$ cat config.mk
export PLATFORM = sky130hd
export DESIGN_NAME = spi_dac_mc
export DESIGN_NICKNAME = d
export VERILOG_FILES = /design/src/rtl/spi_dac_mc.sv
export SDC_FILE = /design/constraint.sdc
export NUM_CORES = 1
export LEC_CHECK = 0
export CORE_MARGIN = 4
export CORE_UTILIZATION = 35
export DETAILED_ROUTE_END_ITERATION = 6
export SLEW_MARGIN = 10
export SYNTH_ARGS = -nofsm -noshare
export SYNTH_HDL_FRONTEND = slang
export SYNTH_SLANG_ARGS = --single-unit
$ cat constraint.sdc
create_clock -name clk -period 3.47 [get_ports clk]
set_input_delay 0.694 -clock clk [delete_from_list [all_inputs] [get_ports clk]]
set_output_delay 0.694 -clock clk [all_outputs]
set_load 0.01 [all_outputs]
$ cat src/rtl/spi_dac_mc.sv
// Multi-channel serial DAC driver: shared divided sclk, per-channel FIFO and frame FSM.
// Build option: DAC_MC_REPEAT_EN makes an idle channel resend its last word every frame slot.
module spi_dac_mc #(
    parameter int NCH     = 2,
    parameter int DW      = 8,
    parameter int DIV     = 2,
    parameter int FIFO_AW = 2,
    parameter int GAP     = 2
) (
    input  logic              clk,
    input  logic              reset_n,
    input  logic [NCH*DW-1:0] i_data,
    input  logic [NCH-1:0]    i_valid,
    output logic [NCH-1:0]    o_ready,
    output logic              o_sclk,
    output logic [NCH-1:0]    o_dout,
    output logic [NCH-1:0]    o_sync_n,
    output logic [NCH-1:0]    o_busy
);

    localparam int DEPTH = 1 << FIFO_AW;
    localparam int CW    = (DIV > 1) ? $clog2(DIV) : 1;
    localparam int BW    = (DW > 1) ? $clog2(DW) : 1;
    localparam int GW    = (GAP > 1) ? $clog2(GAP) : 1;
    localparam int LW    = FIFO_AW + 1;

    typedef enum logic [1:0] {
        IDLE  = 2'd0,
        SHIFT = 2'd1,
        GAPS  = 2'd2
    } state_t;

    logic [CW-1:0] cnt;
    logic          rise_tick;

    assign rise_tick = (cnt == CW'(DIV - 1)) && !o_sclk;

    always_ff @(posedge clk or negedge reset_n) begin
        if (!reset_n) begin
            cnt    <= '0;
            o_sclk <= 1'b0;
        end else if (cnt == CW'(DIV - 1)) begin
            cnt    <= '0;
            o_sclk <= ~o_sclk;
        end else begin
            cnt <= cnt + 1'b1;
        end
    end

    for (genvar n = 0; n < NCH; n++) begin : g_ch
        logic [DW-1:0]      mem [DEPTH];
        logic [FIFO_AW-1:0] wptr;
        logic [FIFO_AW-1:0] rptr;
        logic [LW-1:0]      level;
        logic [LW-1:0]      level_nxt;
        logic               ready_q;
        logic               push;
        logic               pop;
        logic               can_start;
        logic               start;
        logic [DW-1:0]      word;

        state_t             state;
        logic [DW-1:0]      shreg;
        logic [BW-1:0]      bitcnt;
        logic [GW-1:0]      gapcnt;
        logic               dout_q;
        logic               sync_q;
        logic               busy_q;

        // The last gap slot also makes the idle decision, so queued
        // frames follow each other with exactly GAP sclk periods between.
        assign can_start = rise_tick &&
                           ((state == IDLE) ||
                            ((state == GAPS) && (gapcnt == '0)));
        assign push      = i_valid[n] & ready_q;
        assign pop       = can_start && (level != '0);

`ifdef DAC_MC_REPEAT_EN
        logic [DW-1:0] last_word;

        assign start = can_start;
        assign word  = pop ? mem[rptr] : last_word;
`else
        assign start = pop;
        assign word  = mem[rptr];
`endif

        always_comb begin
            level_nxt = level;
            unique case ({push, pop})
                2'b10:   level_nxt = level + 1'b1;
                2'b01:   level_nxt = level - 1'b1;
                default: level_nxt = level;
            endcase
        end

        always_ff @(posedge clk) begin
            if (push) begin
                mem[wptr] <= i_data[n*DW +: DW];
            end
        end

        always_ff @(posedge clk or negedge reset_n) begin
            if (!reset_n) begin
                wptr    <= '0;
                rptr    <= '0;
                level   <= '0;
                ready_q <= 1'b0;
            end else begin
                if (push) wptr <= wptr + 1'b1;
                if (pop)  rptr <= rptr + 1'b1;
                level   <= level_nxt;
                ready_q <= (level_nxt != LW'(DEPTH));
            end
        end

        always_ff @(posedge clk or negedge reset_n) begin
            if (!reset_n) begin
                state  <= IDLE;
                shreg  <= '0;
                bitcnt <= '0;
                gapcnt <= '0;
                dout_q <= 1'b0;
                sync_q <= 1'b1;
                busy_q <= 1'b0;
`ifdef DAC_MC_REPEAT_EN
                last_word <= '0;
`endif
            end else if (rise_tick) begin
                if (start) begin
                    state  <= SHIFT;
                    shreg  <= word;
                    dout_q <= word[DW-1];
                    sync_q <= 1'b0;
                    bitcnt <= BW'(DW - 1);
                    busy_q <= 1'b1;
`ifdef DAC_MC_REPEAT_EN
                    last_word <= word;
`endif
                end else begin
                    unique case (state)
                        SHIFT: begin
                            if (bitcnt == '0) begin
                                state  <= GAPS;
                                sync_q <= 1'b1;
                                dout_q <= 1'b0;
                                gapcnt <= GW'(GAP - 1);
                            end else begin
                                shreg  <= {shreg[DW-2:0], 1'b0};
                                dout_q <= shreg[DW-2];
                                bitcnt <= bitcnt - 1'b1;
                            end
                        end
                        GAPS: begin
                            if (gapcnt == '0) begin
                                state  <= IDLE;
                                busy_q <= 1'b0;
                            end else begin
                                gapcnt <= gapcnt - 1'b1;
                            end
                        end
                        default: state <= IDLE;
                    endcase
                end
            end
        end

        assign o_ready[n]  = ready_q;
        assign o_dout[n]   = dout_q;
        assign o_sync_n[n] = sync_q;
        assign o_busy[n]   = busy_q;
    end

endmodule

Yosys cells after proc, flatten, opt, wreduce, memory -nomap -nowiden

Memories as Yosys holds them, arrays and structs flattened.
Index checks and enable logic that the tools add are counted.

Add/sub/neg operators: 13
Equal/unequal tests: 20
Muxes and demuxes: 49
Bitwise gates (word level): 7
Reduce and logical (&&, ||, !) cells: 36

Operators by type and width:

| operator              | number |
|---|---|
| $mux W7               | 6 |
| $mux W1               | 25 |
| $reduce_and A3 Y1     | 8 |
| $mux W3               | 6 |
| $ne A3 B3 Y1 const B  | 6 |
| $reduce_bool A2 Y1    | 8 |
| $mux W2               | 6 |
| $ne A2 B2 Y1 const B  | 6 |
| $pmux W3 S2           | 2 |
| $sub A3 B1 Y3 const B | 4 |
| $add A2 B1 Y2 const B | 4 |
| $eq A2 B1 Y1 const B  | 4 |
| $eq A2 B2 Y1 const B  | 4 |
| $pmux W2 S2           | 2 |
| $reduce_and A4 Y1     | 2 |
| $logic_and A1 B1 Y1   | 7 |
| $add A3 B1 Y3 const B | 2 |
| $logic_not A3 Y1      | 2 |
| $reduce_bool A3 Y1    | 2 |
| $not A1 Y1            | 5 |
| $logic_not A2 Y1      | 2 |
| $pmux W1 S2           | 2 |
| $reduce_and A2 Y1     | 2 |
| $and A1 B1 Y1         | 2 |
| 4 further kinds       | 6 |

Bits in registers: 50
Bits in writable memories: 64
Input bits: 20
Output and inout port bits: 9
Logic and storage cells: 151
Memories: 2

Memory list:

| memory      | depth | bits a word | rd ports | clocked after memory_dff | wr ports | RTL line | source |
|---|---|---|---|---|---|---|---|
| g_ch[0].mem | 4     | 8           | 1        | 0                        | 1        | 51       | `logic [DW-1:0] mem [DEPTH];` |
| g_ch[1].mem | 4     | 8           | 1        | 0                        | 1        | 51       |  |

Depth between registers and ports, before layout

Depth in word-level cells: 8
Depth in mapped cells: 13
Depth with buffers taken out: 13

Least setup slack after synthesis

OpenSTA, ideal clock, no wires.

Path kind: flip-flop to flip-flop
From: reg g_ch[0].state[0]
To: reg g_ch[0].ready_q
Setup time: 124 ps
Data arrival time: 2322 ps
Data required time: 3346 ps
Setup slack: 1024 ps
Cell stages (with the launch flop): 13
Path buffers: 0
Period minus slack after synthesis: 2446 ps
Path through: dfrtp_1 inv_1 ha_1 and2b_2 o32ai_4 nor2_1 ha_1 inv_1 fa_1 xor2_1 nor2_1 xor2_1 nand2_1

Longest elaborated chain between the ends: 8
Elaborated cells on any way between the ends: 10
Those cells by class: eq/ne: 4; mux: 1; reduce/logical: 5

RTL lines:

| item                                         | RTL line | source |
|---|---|---|
| from (decl)                                  | 63       | `state_t state;` |
| from (signal assigned)                       | 120      | `state <= IDLE;` |
| from (signal assigned)                       | 132      | `state <= SHIFT;` |
| from (signal assigned)                       | 145      | `state <= GAPS;` |
| $eq A2 B2 Y1                                 | 75       | `((state == GAPS) && (gapcnt == '0)));` |
| $logic_and A1 B1 Y1                          | 75       |  |
| $logic_or A1 B1 Y1 (*)                       | 74       | `((state == IDLE) \|\|` |
| $logic_and A1 B1 Y1 (*)                      | 73       | `assign can_start = rise_tick &&` |
| $logic_and A1 B1 Y1 (*)                      | 77       | `assign pop = can_start && (level != '0);` |
| net g_ch[0].pop                              | 58       | `logic pop;` |
| $eq A2 B1 Y1 or $eq A2 B2 Y1 (tied branches) | 91       | `unique case ({push, pop})` |
| $pmux W3 S2 (*)                              | 91       |  |
| net g_ch[0].level_nxt[2]                     | 55       | `logic [LW-1:0] level_nxt;` |
| $ne A3 B3 Y1 (*)                             | 114      | `ready_q <= (level_nxt != LW'(DEPTH));` |
| to (signal assigned)                         | 114      |  |
| to (decl)                                    | 56       | `logic ready_q;` |

The timed path passes the listed nets; every way through them passes the cells marked *.
A chain may end at the register's enable or synchronous reset.

Worst setup path in the final report

From: reg g_ch[1].state[0]
To: reg g_ch[1].ready_q

Longest elaborated chain between the ends: 8
Elaborated cells on any way between the ends: 10
Those cells by class: eq/ne: 4; mux: 1; reduce/logical: 5

RTL lines:

| item                                         | RTL line |
|---|---|
| from (decl)                                  | 63 |
| from (signal assigned)                       | 120 |
| from (signal assigned)                       | 132 |
| from (signal assigned)                       | 145 |
| $eq A2 B2 Y1                                 | 75 |
| $logic_and A1 B1 Y1                          | 75 |
| $logic_or A1 B1 Y1 (*)                       | 74 |
| $logic_and A1 B1 Y1 (*)                      | 73 |
| $logic_and A1 B1 Y1 (*)                      | 77 |
| net g_ch[1].pop                              | 58 |
| $eq A2 B1 Y1 or $eq A2 B2 Y1 (tied branches) | 91 |
| $pmux W3 S2 (*)                              | 91 |
| net g_ch[1].level_nxt[2]                     | 55 |
| $ne A3 B3 Y1 (*)                             | 114 |
| to (signal assigned)                         | 114 |
| to (decl)                                    | 56 |

Marks and branches as above.

==> qor.csv <==
stage;metric;value;unit
detailed_routing;via_per_inst;4.949;
yosys;synth_cell_types;44;
global_route;grt.total_usage;11.73;%
detailed_routing;wirelength;8954;µm
worst_setup_path;end_kind;flop;
worst_setup_path;path_max_fanout;13;
timing;period_share;86.57;%
finish;nNetsFinal;417;
yosys;synth-compound-area-share;7.437;%
global_route;antenna_found_initial;0;
global_route;grt-ovfl-total;0;
yosys;synth_ff_type;edfxtp_1;
detailed_routing;wl_per_cell;15.76;µm
detailed_routing;drtPass1Iterations;4;
worst_setup_path;cp_num_cells;13;
power_and_ir_drop;p_per_area;951.0;nW/µm²
clock_network;htreeDepth;4;
worst_setup_path;crit_slowest_cell;o32a_1;
clock_network;cts_resized;0;
yosys;synthSimpleGateAreaFrac;7.610;%
floorplanning;die_x;128.1;µm
worst_setup_path;crit_buf_inv;3;
floorplanning;core-area;13990;µm²
clock_network;cts_tree;done;
worst_setup_path;cp_data_arrival_time;3290;ps
worst_setup_path;cpPeakStageDelay;470;ps
detailed_routing;vias;2811;
timing;setup-violations-final;0;
floorplanning;die_h;128.1;µm
finish;final_core_util;43.67;%
worst_setup_path;crit_type;reg2reg;
clock_network;post_cts_buffers;0;
worst_setup_path;start_kind;flop;
timing;rsz0062_at_grt;no;
timing;worst_pin_slew;808.2;ps
clock_network;hold_buffers;0;
timing;finClkSkew;9.749;ps
placement;io_buffers;28;
worst_setup_path;path_common_cell;inv_1;
global_route;grt_max_degree;37;
global_route;grt_first_pass_wirelength;15040;µm
timing;slew_headroom;46.12;%
worst_setup_path;rr_worst_depth;13;
finish;antennaDiodeCount;0;
yosys;synth_seq_cells;114;
worst_hold_path;holdCritPathClass;in2async;
global_route;first_global_vias;2938;
run_status;status;completed;
worst_setup_path;required;3750;ps
yosys;ys_seq_area_share;62.92;%
yosys;synth_top_area_cell;edfxtp_1;
timing;finalSetupTns;0;ps
power_and_ir_drop;power_leakage;2.460;nW
finish;drive_gt1_share;14.95;%
yosys;syn-num-nets;387;
clock_network;clk_pin_slew;60;ps
placement;place_congestion;0.7585;
yosys;synth_area;5047;µm²
power_and_ir_drop;fin_total_pwr;0.005809;W
clock_network;clk-insertion-delay-late;410;ps
timing;fmax;332.9;MHz
floorplanning;die-area;16410;µm²
worst_setup_path;ff2ff_setup_slack;470;ps
finish;n_fill_cell;1231;
placement;hpwlAfterDp;5857;µm
yosys;yosysWarnings;0;
timing;hold_violations;0;
yosys;synthCells;345;
floorplanning;initial_core_util;36.08;%
yosys;synth.avg_cell_area;14.63;µm²
power_and_ir_drop;vdd_ir_drop_max;0.4023;mV
clock_network;cts_root_buffer;clkbuf_16;
yosys;synth_edf_count;64;
detailed_routing;first_iter_violations;69;
worst_setup_path;worstPathCellList;inv_1, ha_1, nor2b_2, o32a_1, nand2_1, inv_1, ha_1, inv_1, fa_1, xor2_1, nor2_1, xor2_1, nand2_1;
detailed_routing;ant_nets;0;
clock_network;cts.path.max_buffers;2;
clock_network;cts_sinks;114;
clock_network;cts_buffers;17;
yosys;synth.area.mux_share;9.122;%
timing;fin_crit;3004;ps
yosys;yosys.area_share.adder;5.751;%
yosys;netlist.area_leader.share;38.08;%
run;maxCapViolCount;0;
floorplanning;core.rowCount;43;
timing;slew_violations;0;
floorplanning;pin_count;29;
yosys;synth_top_family_by_area;multiplexers;
yosys;synth-xor-area-share;2.256;%
finish;area_growth;21.02;%
worst_setup_path;path_delay_family;adder cells;
yosys;async_flop_share;43.86;%
yosys;synth_area_leaders;edfxtp_1 (38%), dfrtp_1 (24%), ha_1 (5.0%), mux4_2 (4.0%), mux4_1 (3.6%);
detailed_routing;drc;0;
[layout by cell type, fill, tap and decap left out, types with 7 or more instances in the layout]
cell	count
clkbuf_16	17
nor3_1	13
mux4_1	7
edfxtp_1	64
ha_1	20
xnor2_1	7
nor2_1	11
dfrtp_1	48
mux4_2	9
nor4_1	12
clkdlybuf4s50_1	27
and3_1	10
a211oi_1	11
nand2_1	11
inv_1	32
[layer usage]
layer	vias up	GRT usage [%]	part of all wire (%)
li1	1343	-	-
met1	1407	15.87	48
met2	47	17.74	47
met3	14	3.292	2.5
met4	0	4.994	1.9
met5	-	0	0
[through the flow]
stage	hold slack [ps]	cells	setup WS (ps)	instance area (µm²)
after global routing	435.5	568	232.6	6108
after global placement	461.7	536	626.4	5450
after CTS	403.3	568	478.4	6108
final	383.0	568	465.9	6108
after detailed placement	470.0	536	488.0	5450
after floorplan	398.4	345	1024	5047
[cells in the mapped netlist (all sizes together) (6+ instances only)]
cell type,count
mux4,16
nand3,6
nor2,11
ha,20
a21oi,6
xnor2,7
buf,16
and3,10
xor2,6
o21ai,6
dfrtp,48
nor4,12
edfxtp,64
inv,32
a21o,6
a211oi,11
nor3,13
nand2,13
[worst reg2reg max path, stage by stage (launching register included)]
cell and delay [ps]:
dfrtp_1 390, inv_1 90, ha_1 190, nor2b_2 200, o32a_1 470, nand2_1 190
inv_1 200, ha_1 210, inv_1 60, fa_1 370, xor2_1 150, nor2_1 100
xor2_1 190, nand2_1 70
[area by class of cell]
class	instances	area (µm²)	share of cell area, %
tap	180	225.2	3.687
multi-input combinational	178	1624	26.59
timing repair buffer	32	305.3	4.998
clock buffer	17	425.4	6.964
inverter	32	120.1	1.966
sequential	114	3176	51.99
clock inverter	15	232.7	3.810
[power breakdown]
group          switching, W  internal (W)  leakage, nW
Clock              0.000627       0.00128        0.318
Sequential         0.000308       0.00186         1.14
Combinational      0.000916      0.000819        0.997
Total               0.00185       0.00396         2.46
[worst paths after layout]
check / startpoint / end
hold / removal: reset_n / g_ch[1].ready_q$_DFF_PN0_
setup / recovery: g_ch[1].state[0]$_DFFE_PN0P_ / g_ch[1].ready_q$_DFF_PN0_
min in group clk: g_ch[0].bitcnt[0]$_DFFE_PN0P_ / g_ch[0].bitcnt[0]$_DFFE_PN0P_
max in group asynchronous: reset_n / g_ch[0].shreg[4]$_DFFE_PN0P_
hold reg to reg: g_ch[0].bitcnt[0]$_DFFE_PN0P_ / g_ch[0].bitcnt[0]$_DFFE_PN0P_
setup reg to reg: g_ch[1].state[0]$_DFFE_PN0P_ / g_ch[1].ready_q$_DFF_PN0_
[flip-flops by register name, summed over array words and instances, names as in the netlist]
| signal | flops |
|---|---|
| cnt | 1 |
| g_ch.bitcnt | 6 |
| g_ch.busy_q | 2 |
| g_ch.dout_q | 2 |
| g_ch.gapcnt | 2 |
| g_ch.level | 6 |
| g_ch.mem | 64 |
| g_ch.ready_q | 2 |
| g_ch.rptr | 4 |
| g_ch.shreg | 14 |
| g_ch.state | 4 |
| g_ch.sync_q | 2 |
| g_ch.wptr | 4 |
| o_sclk | 1 |
[cell families (layout without fill, tap and decap cells)]
logic type                 after synthesis  in the layout
and+or+nand+nor                         73             73
xor gates and xnor gates                13             13
DFF                                    114            114
muxes                                   23             23
adders and majority gates               22             22
buffers and inverters                   53             96
AOI/OAI and AO/OA                       47             47
Note: power is estimated with default switching activity, not from simulation.
==> edit 1 (config.mk and constraints unchanged) <==
The option `DAC_MC_REPEAT_EN` is turned on by a define.
--- a/src/rtl/spi_dac_mc.sv
+++ b/src/rtl/spi_dac_mc.sv
@@ -1,4 +1,6 @@
 // Multi-channel serial DAC driver: shared divided sclk, per-channel FIFO and frame FSM.
 // Build option: DAC_MC_REPEAT_EN makes an idle channel resend its last word every frame slot.
+`define DAC_MC_REPEAT_EN
+
 module spi_dac_mc #(
     parameter int NCH     = 2,
Check against the original RTL: not equivalent (Yosys sat finds a counterexample within 4 cycles, from zero or initial values and one cycle with reset_n low).
==> edit 1 against the unedited design <==
Wire length grew 11%. First-iteration DRC count grew to 3.2 times the old value. Sequential share of layout area increased by 0.81 points. Total power down 15%. Worst setup slack improved by 460 ps. Cell area rose by 11%. Sequential cell count rose by 16. Synthesized area grew 14%.
==> edit 1: results (changes against the unedited design) <==
| Metric | Value |
|---|---|
| Run status | `completed` |
| Number of search-and-repair iterations in the first detailed-routing pass | `5 (+1)` |
| Initial DRC Count | `219 (+220%)` |
| Sequential standard cell area | `0.00358 mm^2 (+13%)` |
| Compound-gate portion of the synthesized area | `7.26% (-0.17 points)` |
| Via count of the first global-routing pass | `3,202 (+9.0%)` |
| Reported leakage power | `2.71 nW (+10%)` |
| Number of filler cells placed in the layout | `1,494 (+21%)` |
| Wire per inst | `15.5 um (-1.5%)` |
| Largest cells by area after synthesis | `sky130_fd_sc_hd__edfxtp_1 (33%), sky130_fd_sc_hd__dfrtp_1 (28%), sky130_fd_sc_hd__ha_1 (4.3%), sky130_fd_sc_hd__mux2_2 (4.1%), sky130_fd_sc_hd__mux4_2 (3.5%)` |
| Total instance count after detailed placement | `610 (+14%)` |
| Via count normalized by instance count | `4.89 (-1.2%)` |
| Hold slack final | `448 ps (+65.5 ps)` |
| Adder-cell share of the synthesized area | `5.03% (-0.72 points)` |
| Register-to-Register Path Depth | `12 (-1)` |
| Highest fanout seen on the critical path | `10 (-3)` |
| Setup Slack @ Placement | `815 ps (+327 ps)` |
| Most common library cells after synthesis | `sky130_fd_sc_hd__dfrtp_1 (64), sky130_fd_sc_hd__edfxtp_1 (64), sky130_fd_sc_hd__inv_1 (29), sky130_fd_sc_hd__mux2_2 (21), sky130_fd_sc_hd__ha_1 (20)` |
| Fraction of layout cells with a size suffix above 1 | `17.8% (+2.9 points)` |
| Worst reg2reg path startpoint | `g_ch[0].state[0]` |
| Share of synthesized area occupied by flip-flops and latches | `62.0% (-0.96 points)` |
| Final estimated routing congestion in global placement | `0.748 (-1.4%)` |
| Total half-perimeter wirelength after legalization and detailed placement | `6580 um (+12%)` |
| Fraction of registers with async set/reset | `50.8% (+6.9 points)` |
| Post-place instance area | `0.00619 mm^2 (+13%)` |
-- edit 1: worst register-to-register path: cells and delay by family (launching register included) --
| family | cells | cell delay, ps |
|---|---|---|
| simple gates | 3 | 480 |
| compound gates | 1 | 200 |
| fa+ha+maj | 3 | 750 |
| xor+xnor | 2 | 340 |
| flops | 1 | 390 |
| buf+inv | 3 | 260 |
-- edit 1: power breakdown --
part           switching, mW  internal (mW)
clock                  0.616           1.14
sequential             0.239           2.00
combinational          0.434          0.491
total                   1.29           3.63
-- edit 1: layer usage --
metal  global-route usage [%]  vias to the layer above  wire (um)
li1                         -                     1484          -
met2                     16.9                       45       4530
met4                     5.54                        0        211
met3                     3.00                       13        300
met1                     16.7                     1596       4920
met5                        0                        -          0
-- edit 1: final cells by class --
cell class / count / share of cell area (%)
clock buffer: 21 / 6.65
inverter: 29 / 1.61
multi-input combinational: 205 / 28.7
sequential: 130 / 52.8
timing repair buffer: 30 / 4.29
tap: 216 / 3.99
clock inverter: 11 / 2.01
==> edit 2 (same flow settings) <==
Without the edit above. Put one more register stage on the output `o_sync_n`, cleared by the reset. The value now appears one clock later. The other outputs are not delayed to match.
--- a/src/rtl/spi_dac_mc.sv
+++ b/src/rtl/spi_dac_mc.sv
@@ -30,4 +30,6 @@
         GAPS  = 2'd2
     } state_t;
+
+    logic [NCH-1:0] o_sync_n_d;
 
     logic [CW-1:0] cnt;
@@ -169,6 +171,14 @@
         assign o_ready[n]  = ready_q;
         assign o_dout[n]   = dout_q;
-        assign o_sync_n[n] = sync_q;
+        assign o_sync_n_d[n] = sync_q;
         assign o_busy[n]   = busy_q;
+    end
+
+    always_ff @(posedge clk or negedge reset_n) begin
+        if (!reset_n) begin
+            o_sync_n <= '0;
+        end else begin
+            o_sync_n <= o_sync_n_d;
+        end
     end
 
Function: changed (a bounded check fails within 4 cycles, from zero or initial values and one cycle with reset_n low).
==> edit 2 against the unedited design <==
Global-route usage is 0.16 points lower. Worst setup slack better by 52 ps. Synthesized area rose by 0.69%. Cell area increased by 0.55%. Total power is 0.21% higher. Cell count is 0.18% higher. Sequential cell count rose by 2. Wire length decreased by 0.85%.
==> edit 2: results (changes against the unedited design) <==
| Metric | Value |
|---|---|
| Min-Delay Path Class | `reg -> reg` |
| Share of cell area taken by muxes after synthesis | `9.06% (-0.063 points)` |
| Share of synthesized area occupied by flip-flops and latches | `63.5% (+0.55 points)` |
| Switching power of the nets | `1.80 mW (-3.0%)` |
| Most common library cells after synthesis | `sky130_fd_sc_hd__edfxtp_1 (64), sky130_fd_sc_hd__dfrtp_1 (50), sky130_fd_sc_hd__inv_1 (32), sky130_fd_sc_hd__ha_1 (20), sky130_fd_sc_hd__nor3_1 (13)` |
| Overall track demand over capacity in global routing | `11.6% (-0.16 points)` |
| Mapped Avg Cell Area | `14.7 um^2 (+0.69%)` |
| Via count of the first global-routing pass | `2,964 (+0.88%)` |
| Reported leakage power | `2.48 nW (+0.80%)` |
| Number of filler cells placed in the layout | `1,221 (-0.81%)` |
| Final Instance Count excl. Fillers | `569 (+0.18%)` |
| Setup Slack @ Placement | `526 ps (+38.1 ps)` |
| Sequential standard cell area | `0.00323 mm^2 (+1.6%)` |
| Internal power consumption | `4.03 mW (+1.7%)` |
| Critical Path AT | `3240 ps (-50 ps)` |
| Post-place instance area | `0.00550 mm^2 (+0.92%)` |
| Combinational power share | `29.7% (-0.2 points)` |
| Fraction of power consumed by sequential logic | `37.6% (+0.3 points)` |
| Run status | `completed` |
| Peak supply drop | `0.351 mV (-13%)` |
| Final-layout clock-cell area share | `10.5% (-0.32 points)` |
| Total half-perimeter wirelength after legalization and detailed placement | `5860 um (about the same)` |
| Signal buf overhead | `4.97% (-0.027 points)` |
| Initial DRC Count | `141 (+100%)` |
| Maximum clock skew at final layout | `8.87 ps (-0.883 ps)` |
## edit 2: layer usage
| metal | wire [um] | GRT usage [%] | vias to the layer above |
|---|---|---|---|
| met3 | 349 | 3.94 | 9 |
| met1 | 4200 | 15.6 | 1395 |
| met2 | 4210 | 17.4 | 56 |
| met5 | 0 | 0 | - |
| li1 | - | - | 1350 |
| met4 | 117 | 4.45 | 0 |
## edit 2: path summary, 6_finish.rpt
path | start | endpoint | slack [ps] | cells after the start
min in group asynchronous | reset_n | g_ch[1].wptr[1] | 470 | 1
max in group asynchronous | reset_n | g_ch[0].sync_q | 2200 | 2
worst max-delay path | g_ch[1].state[0] | g_ch[1].ready_q | 520 | 13
worst min register to register | g_ch[0].sync_q | o_sync_n[0] | 400 | 0
worst max register to register | g_ch[1].state[0] | g_ch[1].ready_q | 520 | 13
worst min-delay path | g_ch[0].sync_q | o_sync_n[0] | 400 | 0
